`config.mk`:
```
export PLATFORM = sky130hd
export DESIGN_NAME = circuito_projeto_uc_flat
export DESIGN_NICKNAME = d
export VERILOG_FILES = /design/src/rtl/circuito_projeto_uc_if.sv /design/src/rtl/circuito_projeto_uc.sv /design/src/flat_wrapper.sv
export SDC_FILE = /design/constraint.sdc
export NUM_CORES = 1
export LEC_CHECK = 0
export ABC_AREA = 1
export CAP_MARGIN = 30
export CORE_MARGIN = 5
export CORE_UTILIZATION = 25
export DETAILED_ROUTE_END_ITERATION = 16
export GPL_TIMING_DRIVEN = 0
export PLACE_DENSITY_LB_ADDON = 0.25
export SLEW_MARGIN = 20
export SYNTH_ARGS = -nofsm -noshare
export SYNTH_HDL_FRONTEND = slang
export SYNTH_SLANG_ARGS = --single-unit
```
`constraint.sdc`:
```
create_clock -name clock -period 2.6 [get_ports clock]
set_input_delay 0.52 -clock clock [delete_from_list [all_inputs] [get_ports clock]]
set_output_delay 0.52 -clock clock [all_outputs]
set_load 0.02 [all_outputs]
```
`src/rtl/circuito_projeto_uc_if.sv`:
```
// Control/status bundle between the water-level control unit and its datapath.
// The control unit takes the master side; the datapath (or a bench) takes the slave side.
interface circuito_projeto_uc_if;
  logic       ligar;
  logic       fim_medida;
  logic       fim_classificacao;
  logic       descartar_medida;
  logic [2:0] medida_classificacao;
  logic       fim_1s;
  logic       fim_2s;
  logic       fim_carater;
  logic       fim_mensagem;

  logic       zera;
  logic       conta_1s;
  logic       conta_2s;
  logic       mensurar;
  logic       analisa_medida;
  logic       envia;
  logic       muda;
  logic       liga_buzzer_baixa;
  logic       liga_buzzer_alta;
  logic       desliga_buzzers;
  logic       abre_valvula_auto;
  logic       fecha_valvula_auto;
  logic       zera_vlv;
  logic [3:0] db_estado;

  modport master (
    input  ligar, fim_medida, fim_classificacao, descartar_medida, medida_classificacao,
           fim_1s, fim_2s, fim_carater, fim_mensagem,
    output zera, conta_1s, conta_2s, mensurar, analisa_medida, envia, muda,
           liga_buzzer_baixa, liga_buzzer_alta, desliga_buzzers,
           abre_valvula_auto, fecha_valvula_auto, zera_vlv, db_estado
  );

  modport slave (
    output ligar, fim_medida, fim_classificacao, descartar_medida, medida_classificacao,
           fim_1s, fim_2s, fim_carater, fim_mensagem,
    input  zera, conta_1s, conta_2s, mensurar, analisa_medida, envia, muda,
           liga_buzzer_baixa, liga_buzzer_alta, desliga_buzzers,
           abre_valvula_auto, fecha_valvula_auto, zera_vlv, db_estado
  );
endinterface

```
`src/rtl/circuito_projeto_uc.sv`:
```
// Control unit for the water-level monitor: periodic measure / classify / act / transmit
// cycle with a discard counter that escalates to an error state.
module circuito_projeto_uc #(
  parameter int MAX_DESCARTES = 3,
  parameter int W_DESC        = 2
) (
  input  logic             clock,
  input  logic             reset,
  circuito_projeto_uc_if.master uc
);

  typedef enum logic [3:0] {
    inicial         = 4'h0,
    preparacao      = 4'h1,
    espera_1s       = 4'h2,
    mede            = 4'h3,
    aguarda_medida  = 4'h4,
    analisa         = 4'h5,
    aguarda_classif = 4'h6,
    atua            = 4'h7,
    transmite       = 4'h8,
    aguarda_tx      = 4'h9,
    proximo         = 4'hA,
    fim_ciclo       = 4'hB,
    descarte        = 4'hD,
    erro            = 4'hE
  } estado_t;

  localparam logic [W_DESC-1:0] LIMITE_DESC = W_DESC'(MAX_DESCARTES - 1);

  estado_t           estado, proximo_estado;
  logic [W_DESC-1:0] cont_desc;
  logic [2:0]        codigo_reg;
  logic              erro_entrada;
  logic              codigo_valido;
  logic              classif_aceita;

  always_comb begin
    case (uc.medida_classificacao)
      3'b000, 3'b001, 3'b010, 3'b100: codigo_valido = 1'b1;
      default:                        codigo_valido = 1'b0;
    endcase
  end

  assign classif_aceita = uc.fim_classificacao && !uc.descartar_medida && codigo_valido;

  // erro_entrada marks the first cycle in erro so its alarm pulses fire exactly once.
  always_ff @(posedge clock or negedge reset) begin
    if (!reset) begin
      estado       <= inicial;
      cont_desc    <= '0;
      codigo_reg   <= '0;
      erro_entrada <= 1'b0;
    end else begin
      estado       <= proximo_estado;
      erro_entrada <= (proximo_estado == erro) && (estado != erro);
      if (estado == inicial || (estado == aguarda_classif && classif_aceita))
        cont_desc <= '0;
      else if (estado == descarte)
        cont_desc <= cont_desc + 1'b1;
      if (estado == aguarda_classif && uc.fim_classificacao)
        codigo_reg <= uc.medida_classificacao;
    end
  end

  always_comb begin
    proximo_estado        = estado;
    uc.zera               = 1'b0;
    uc.conta_1s           = 1'b0;
    uc.conta_2s           = 1'b0;
    uc.mensurar           = 1'b0;
    uc.analisa_medida     = 1'b0;
    uc.envia              = 1'b0;
    uc.muda               = 1'b0;
    uc.liga_buzzer_baixa  = 1'b0;
    uc.liga_buzzer_alta   = 1'b0;
    uc.desliga_buzzers    = 1'b0;
    uc.abre_valvula_auto  = 1'b0;
    uc.fecha_valvula_auto = 1'b0;
    uc.zera_vlv           = 1'b0;

    case (estado)
      inicial: begin
        uc.zera     = 1'b1;
        uc.zera_vlv = 1'b1;
        if (uc.ligar) proximo_estado = preparacao;
      end
      preparacao: begin
        uc.zera        = 1'b1;
        proximo_estado = espera_1s;
      end
      espera_1s: begin
        uc.conta_1s = 1'b1;
        if (uc.fim_1s) proximo_estado = mede;
      end
      mede: begin
        uc.mensurar    = 1'b1;
        uc.zera        = 1'b1;
        proximo_estado = aguarda_medida;
      end
      aguarda_medida: begin
        uc.conta_2s = 1'b1;
        if (uc.fim_medida)  proximo_estado = analisa;
        else if (uc.fim_2s) proximo_estado = descarte;
      end
      analisa: begin
        uc.analisa_medida = 1'b1;
        proximo_estado    = aguarda_classif;
      end
      aguarda_classif: begin
        if (uc.fim_classificacao)
          proximo_estado = classif_aceita ? atua : descarte;
      end
      descarte: begin
        proximo_estado = (cont_desc >= LIMITE_DESC) ? erro : mede;
      end
      atua: begin
        case (codigo_reg)
          3'b000: uc.desliga_buzzers = 1'b1;
          3'b001: begin
            uc.liga_buzzer_baixa = 1'b1;
            uc.abre_valvula_auto = 1'b1;
          end
          3'b010: begin
            uc.fecha_valvula_auto = 1'b1;
            uc.desliga_buzzers    = 1'b1;
          end
          3'b100: begin
            uc.liga_buzzer_alta   = 1'b1;
            uc.fecha_valvula_auto = 1'b1;
          end
          default: ;
        endcase
        proximo_estado = transmite;
      end
      transmite: begin
        uc.envia       = 1'b1;
        proximo_estado = aguarda_tx;
      end
      aguarda_tx: begin
        if (uc.fim_carater)
          proximo_estado = uc.fim_mensagem ? fim_ciclo : proximo;
      end
      proximo: begin
        uc.muda        = 1'b1;
        proximo_estado = transmite;
      end
      fim_ciclo: begin
        proximo_estado = uc.ligar ? preparacao : inicial;
      end
      erro: begin
        uc.zera = 1'b1;
        if (erro_entrada) begin
          uc.liga_buzzer_alta   = 1'b1;
          uc.fecha_valvula_auto = 1'b1;
        end
        if (!uc.ligar) proximo_estado = inicial;
      end
      default: proximo_estado = inicial;
    endcase
  end

  assign uc.db_estado = estado;

endmodule
```
`src/flat_wrapper.sv`:
```
// flat-port wrapper written by rule: the top's interface ports become plain ports
module circuito_projeto_uc_flat 
#(
  parameter int MAX_DESCARTES = 3,
  parameter int W_DESC        = 2
)
  (clock, reset, uc_ligar, uc_fim_medida, uc_fim_classificacao, uc_descartar_medida, uc_medida_classificacao, uc_fim_1s, uc_fim_2s, uc_fim_carater, uc_fim_mensagem, uc_zera, uc_conta_1s, uc_conta_2s, uc_mensurar, uc_analisa_medida, uc_envia, uc_muda, uc_liga_buzzer_baixa, uc_liga_buzzer_alta, uc_desliga_buzzers, uc_abre_valvula_auto, uc_fecha_valvula_auto, uc_zera_vlv, uc_db_estado);
  circuito_projeto_uc_if uc_i ();
  input  logic clock;
  input  logic reset;
  input wire logic [$bits(uc_i.ligar)-1:0] uc_ligar;
  input wire logic [$bits(uc_i.fim_medida)-1:0] uc_fim_medida;
  input wire logic [$bits(uc_i.fim_classificacao)-1:0] uc_fim_classificacao;
  input wire logic [$bits(uc_i.descartar_medida)-1:0] uc_descartar_medida;
  input wire logic [$bits(uc_i.medida_classificacao)-1:0] uc_medida_classificacao;
  input wire logic [$bits(uc_i.fim_1s)-1:0] uc_fim_1s;
  input wire logic [$bits(uc_i.fim_2s)-1:0] uc_fim_2s;
  input wire logic [$bits(uc_i.fim_carater)-1:0] uc_fim_carater;
  input wire logic [$bits(uc_i.fim_mensagem)-1:0] uc_fim_mensagem;
  output wire logic [$bits(uc_i.zera)-1:0] uc_zera;
  output wire logic [$bits(uc_i.conta_1s)-1:0] uc_conta_1s;
  output wire logic [$bits(uc_i.conta_2s)-1:0] uc_conta_2s;
  output wire logic [$bits(uc_i.mensurar)-1:0] uc_mensurar;
  output wire logic [$bits(uc_i.analisa_medida)-1:0] uc_analisa_medida;
  output wire logic [$bits(uc_i.envia)-1:0] uc_envia;
  output wire logic [$bits(uc_i.muda)-1:0] uc_muda;
  output wire logic [$bits(uc_i.liga_buzzer_baixa)-1:0] uc_liga_buzzer_baixa;
  output wire logic [$bits(uc_i.liga_buzzer_alta)-1:0] uc_liga_buzzer_alta;
  output wire logic [$bits(uc_i.desliga_buzzers)-1:0] uc_desliga_buzzers;
  output wire logic [$bits(uc_i.abre_valvula_auto)-1:0] uc_abre_valvula_auto;
  output wire logic [$bits(uc_i.fecha_valvula_auto)-1:0] uc_fecha_valvula_auto;
  output wire logic [$bits(uc_i.zera_vlv)-1:0] uc_zera_vlv;
  output wire logic [$bits(uc_i.db_estado)-1:0] uc_db_estado;
  assign uc_i.ligar = uc_ligar;
  assign uc_i.fim_medida = uc_fim_medida;
  assign uc_i.fim_classificacao = uc_fim_classificacao;
  assign uc_i.descartar_medida = uc_descartar_medida;
  assign uc_i.medida_classificacao = uc_medida_classificacao;
  assign uc_i.fim_1s = uc_fim_1s;
  assign uc_i.fim_2s = uc_fim_2s;
  assign uc_i.fim_carater = uc_fim_carater;
  assign uc_i.fim_mensagem = uc_fim_mensagem;
  assign uc_zera = uc_i.zera;
  assign uc_conta_1s = uc_i.conta_1s;
  assign uc_conta_2s = uc_i.conta_2s;
  assign uc_mensurar = uc_i.mensurar;
  assign uc_analisa_medida = uc_i.analisa_medida;
  assign uc_envia = uc_i.envia;
  assign uc_muda = uc_i.muda;
  assign uc_liga_buzzer_baixa = uc_i.liga_buzzer_baixa;
  assign uc_liga_buzzer_alta = uc_i.liga_buzzer_alta;
  assign uc_desliga_buzzers = uc_i.desliga_buzzers;
  assign uc_abre_valvula_auto = uc_i.abre_valvula_auto;
  assign uc_fecha_valvula_auto = uc_i.fecha_valvula_auto;
  assign uc_zera_vlv = uc_i.zera_vlv;
  assign uc_db_estado = uc_i.db_estado;
  circuito_projeto_uc #(.MAX_DESCARTES(MAX_DESCARTES), .W_DESC(W_DESC)) u_core (.clock(clock), .reset(reset), .uc(uc_i));
endmodule
```
==> out/results.txt, run 1 <==
status - finished clean
area grow syn2layout - 47.4%
number of port buffers - 29
WP data required - 2.08 ns
Critical Path End - uc_abre_valvula_auto
Worst Setup End Kind - output port
Die Width - 66.6 microns
H-tree Lvls - 1
row count - 20
worst slew pin tran - 0.482 ns
WS Path Type - reg -> out
Crit Reg-Reg Startpoint - u_core.uc.db_estado[0]
Top-Level Pins - 30
R2R Setup Slk - 1.36 ns
clock tree buffer depth - 2
met3 wire len - 132 microns
Worst-path clk slew - 0.07 ns
Worst Hold Class - in -> async
# diodes - 0
Period minus WS final - 2.45 ns
post-route ant nets - 0
fraction of layout cells with a size suffix above 1 - 13.1%
core box area - 0.00308 sq mm
pwr dens - 843 mW/mm^2
distinct cell type count after synthesis - 24
DR vias - 877
Post-CTS Hold Buffers - 0
peak supply drop - 315 uV
global router's overall resource usage - 10.4%
Clock Latency Late Sink - 0.27 ns
R2R Path End - u_core.cont_desc[0]
maximum clock rate - 0.408 GHz
Hold Fails Final Rpt - 0
Setup WS pre-CTS - 0.254 ns
die area - 0.00444 sq mm
DPL Wire Length - 1780 microns
vias in the first global route - 830
largest net degree at the start of global routing - 11
flip-flop count of the largest register after layout - 4
leak pwr - 0.629 nW
Arr. time, crit path - 1.93 ns
Initial Util - 26.1%
crit path max fanout - 7
skew final - 0.00798 ns
WL met2 - 1020 microns
fin crit share - 94.2%
synth warn - 0
WL/cell - 10.6 microns
wire length on met1 - 973 microns
max-slew violations - 0
first-pass GRT wire length - 3530 microns
syn_area_per_cell - 6.27 sq um
Final WS setup - 0.151 ns
die height - 66.6 microns
Max transition margin - 67.8%
synthesized netlist cell count - 128
Max Cap Viol - 0
initial antenna violation count - 0
FF-to-FF path depth - 6
synthesis-stage register bit count - 10
global placer's final weighted congestion - 0.788
DR pass1 iterations - 4
Setup crit start kind - flop
clock sinks - 10
root buf cell - clkbuf_4
synthesized net count - 142
Num CTS Buffers - 3
DR top layer - met4
Critical Path Start - u_core.uc.db_estado[2]
synthesized area - 802 sq um
Final Setup Violations - 0
total gr overflow - 0
CTS tree - done
Seq/Total Area, Yosys - 31.2%
post-CTS setup repair buffer count - 0
RSZ-0062 raised after global routing - false
DRC viols - 0
Vias per Instance - 4.30
fillers - 342
WL final - 2160 microns
DR iter-0 viols - 35
Setup TNS - 0 ns
nets - 176
==> metal layers <==
layer  vias up  global-route usage (%)
met2        22                    17.1
met4         0                    5.58
met5         -                       0
li1        454                       -
met3         4                    3.04
met1       397                    12.1
==> what timing repair did <==
| action | 4_1_cts | 5_1_grt |
|---|---|---|
| setup endpoints to repair | 1 | 2 |
| pin swaps | 1 | 0 |
| gates resized for setup | 1 | 2 |
==> final cells by class <==
class	count	area, sq um	area share (%)
buffer	1	7.51	0.635
clock buffer	3	22.5	1.90
inverter	23	87.6	7.41
multi-input combinational	94	465	39.4
sequential	10	251	21.3
tap	44	55.1	4.66
timing repair buffer	29	293	24.8
==> power by group <==
group	total (mW)	internal [mW]	switching, mW
logic	0.605	0.243	0.362
registers	0.285	0.207	0.0785
clock network	0.106	0.0534	0.0526
total	0.997	0.504	0.493
==> metrics by stage <==
step           instance area [sq um]  instances  hold WS [ns]  power, mW  utilization (%)
6_report                        1180        204         0.578      0.997             38.4
5_1_grt                         1180        204         0.622       1.09             38.4
3_5_place_dp                    1150        201         0.562      0.884             37.3
2_1_floorplan                    802        128         0.224      0.642                -
4_1_cts                         1170        204         0.580      0.997             38.0
3_3_place_gp                    1150        201         0.555      0.879             37.3
==> cell families (layout without fill, tap and decap cells) <==
kind of cell | after synthesis | count (layout) | share of synthesized area, %
fa+ha+maj | 1 | 1 | 1.56
xor+xnor | 1 | 1 | 1.09
buf+inv | 24 | 56 | 11.9
compound gates | 8 | 8 | 6.24
flops | 10 | 10 | 31.2
simple gates | 84 | 84 | 48.0
==> cells in the mapped netlist (all sizes together) <==
cell     n  area (sq um)
ha       1          12.5
inv     22          82.6
nand3    6          42.5
dfrtp   10           250
nor3     2          15.0
nor2    23           106
or2      1          6.26
xor2     1          8.76
o211ai   1          12.5
nand3b   1          7.51
buf      1          7.51
a21oi    1          5.00
nor4     1          12.5
o21ai    5          25.0
nand2   50           195
clkinv   1          5.00
o21bai   1          7.51
==> critical path: stages, from the launching register on <==
cell	delay (ns)
dfrtp_2	0.44
inv_2	0.08
nor2_4	0.20
nand2_2	0.14
nor4_4	0.17
clkdlybuf4s50_1	0.64
==> worst min path at each step <==
stage                              start                endpoint  slack, ns  cells past startpoint
detailed placement  u_core.codigo_reg[1]    u_core.codigo_reg[1]       0.56                      2
CTS                 u_core.codigo_reg[1]    u_core.codigo_reg[1]       0.58                      2
global route                       reset     u_core.cont_desc[0]       0.62                      1
finish                             reset  u_core.uc.db_estado[0]       0.58                      1
global placement    u_core.codigo_reg[1]    u_core.codigo_reg[1]       0.56                      2
floorplan                          reset    u_core.codigo_reg[0]       0.22                      0
==> placed cells by master, fill, tap and decap left out, drive strengths merged <==
| cell type | n |
|---|---|
| clkinv | 1 |
| a21oi | 1 |
| ha | 1 |
| nand2 | 50 |
| nand3 | 6 |
| o211ai | 1 |
| xor2 | 1 |
| clkdlybuf4s50 | 28 |
| or2 | 1 |
| nor3 | 2 |
| clkbuf | 3 |
| nor2 | 23 |
| dlymetal6s2s | 1 |
| nor4 | 1 |
| inv | 22 |
| o21bai | 1 |
| dfrtp | 10 |
| buf | 1 |
| nand3b | 1 |
| o21ai | 5 |
No activity file was read; power rests on OpenSTA's default activity.
==> inputs of run 2 (changes only) <==
- PLACE_DENSITY: unset -> 0.61
- PLACE_DENSITY_LB_ADDON: 0.25 -> unset
- SLEW_MARGIN: 20 -> 25
==> out/results.txt, run 2 (synthesized netlist as in run 1, its figures left out) <==
status - finished clean
RSZ-0062 raised after global routing - false
Clock Latency Late Sink - 0.28 ns
Top-Level Pins - 30
Critical Path Start - u_core.uc.db_estado[3]
clock tree buffer depth - 2
largest net degree at the start of global routing - 11
met3 wire len - 175 microns
fraction of layout cells with a size suffix above 1 - 13.7%
Period minus WS final - 2.44 ns
Hold Fails Final Rpt - 0
maximum clock rate - 0.409 GHz
die area - 0.00444 sq mm
leak pwr - 0.640 nW
# diodes - 0
die height - 66.6 microns
Placed Instances - 201
skew final - 0.00779 ns
Max transition margin - 69.6%
WP data required - 2.08 ns
WL final - 2130 microns
core box area - 0.00308 sq mm
worst path buffer plus inverter count - 1
nets - 176
number of port buffers - 29
CP top delay family - buffers and inverters
row count - 20
vias in the first global route - 854
flip-flop count of the largest register after layout - 4
Crit Reg-Reg Startpoint - u_core.uc.db_estado[0]
DR top layer - met4
crit path cell chain - nand2_2 > nor2_2 > nand2_1 > o211ai_2 > clkdlybuf4s50_1
most frequent cells in the layout - nand2_1 (47), clkdlybuf4s50_1 (27), nor2_1 (19), inv_1 (19), dfrtp_1 (9)
post-route ant nets - 0
Worst Setup End Kind - output port
Num CTS Buffers - 3
Arr. time, crit path - 1.92 ns
DR vias - 847
Worst-path clk slew - 0.07 ns
final design utilization - 38.5%
worst slew pin tran - 0.455 ns
WS Path Type - reg -> out
peak supply drop - 263 uV
Initial Util - 26.1%
CP max-delay cell - clkdlybuf4s50_1
DRC viols - 0
first-pass GRT wire length - 3710 microns
Finished Layout Cells - 205
Slowest Stage Delay on Critical Path - 0.62 ns
Vias per Instance - 4.13
Max Cap Viol - 0
WL met2 - 962 microns
total gr overflow - 0
DR pass1 iterations - 4
H-tree Lvls - 1
initial antenna violation count - 0
root buf cell - clkbuf_4
DPL Wire Length - 1790 microns
fin crit share - 94.0%
area grow syn2layout - 47.9%
wire length on met1 - 910 microns
Setup crit start kind - flop
pwr dens - 866 mW/mm^2
global router's overall resource usage - 11.2%
Worst Hold Class - in -> async
Die Width - 66.6 microns
global placer's final weighted congestion - 0.847
max-slew violations - 0
Setup TNS - 0 ns
CTS tree - done
WL/cell - 10.4 microns
clock sinks - 10
commonest non-fill, non-tap cell in the layout - nand2_1
DR iter-0 viols - 59
crit path max fanout - 7
Final Setup Violations - 0
run 2: cell types whose count changed in the layout (fill, tap and decap cells not counted), sizes merged:
| cell | delta |
|---|---|
| clkdlybuf4s50 | -1 |
| clkbuf | +1 |
| dlygate4sd2 | +1 |
run 2: repair_timing:
action                     CTS  global route
buffers inserted             0             0
gates cloned                 0             0
pin swaps                    1             0
setup endpoints to repair    1             1
hold buffers                 0             0
resized for setup            2             1
run 2: final cells by class:
| cell class | count | area (sq um) |
|---|---|---|
| fill | 342 | 1890 |
| buffer | 1 | 7.51 |
| timing repair buffer | 29 | 292 |
| multi-input combinational | 94 | 457 |
| inverter | 23 | 87.6 |
| clock buffer | 4 | 36.3 |
| sequential | 10 | 251 |
| tap | 44 | 55.1 |
run 2: metrics by stage:
stage	power (mW)	hold WS (ns)	instance area [sq um]	setup slack, ns
2_1_floorplan	0.642	0.224	802	0.476
3_3_place_gp	0.874	0.543	1150	0.289
3_5_place_dp	0.885	0.572	1150	0.254
4_1_cts	1.04	0.563	1180	0.0671
5_1_grt	1.12	0.601	1190	0.00130
6_report	1.03	0.554	1190	0.157
run 2: worst register-to-register path: cells and delay by family, from the launching register on:
kind | cells | cell delay [ns]
simple gates | 5 | 0.57
buf+inv | 1 | 0.10
flops | 1 | 0.44
run 2: final timing paths:
check	to	slack (ns)	cells past startpoint
worst max-delay path	uc_fecha_valvula_auto	0.16	5
worst min-delay path	u_core.erro_entrada	0.55	1
worst max register to register	u_core.cont_desc[0]	1.38	6
worst min register to register	u_core.codigo_reg[2]	0.58	2
max in group asynchronous	u_core.uc.db_estado[2]	1.71	1
min in group clock	u_core.codigo_reg[2]	0.58	2
run 2: layer usage:
metal,GRT usage [%],vias up
met5,0,-
met4,8.88,0
met3,2.70,7
met2,17.1,29
met1,13.4,363
li1,-,448
run 2: power breakdown:
part	total, mW	internal [mW]	switching [mW]
registers	0.281	0.207	0.0749
clock network	0.146	0.0852	0.0604
logic	0.600	0.242	0.358
total	1.03	0.534	0.493
==> inputs of run 3 (changes only) <==
- SLEW_MARGIN: 25 -> 30
==> results of run 3 <==
Same layout as run 2: the final DEF is identical, and so are final timing and power.
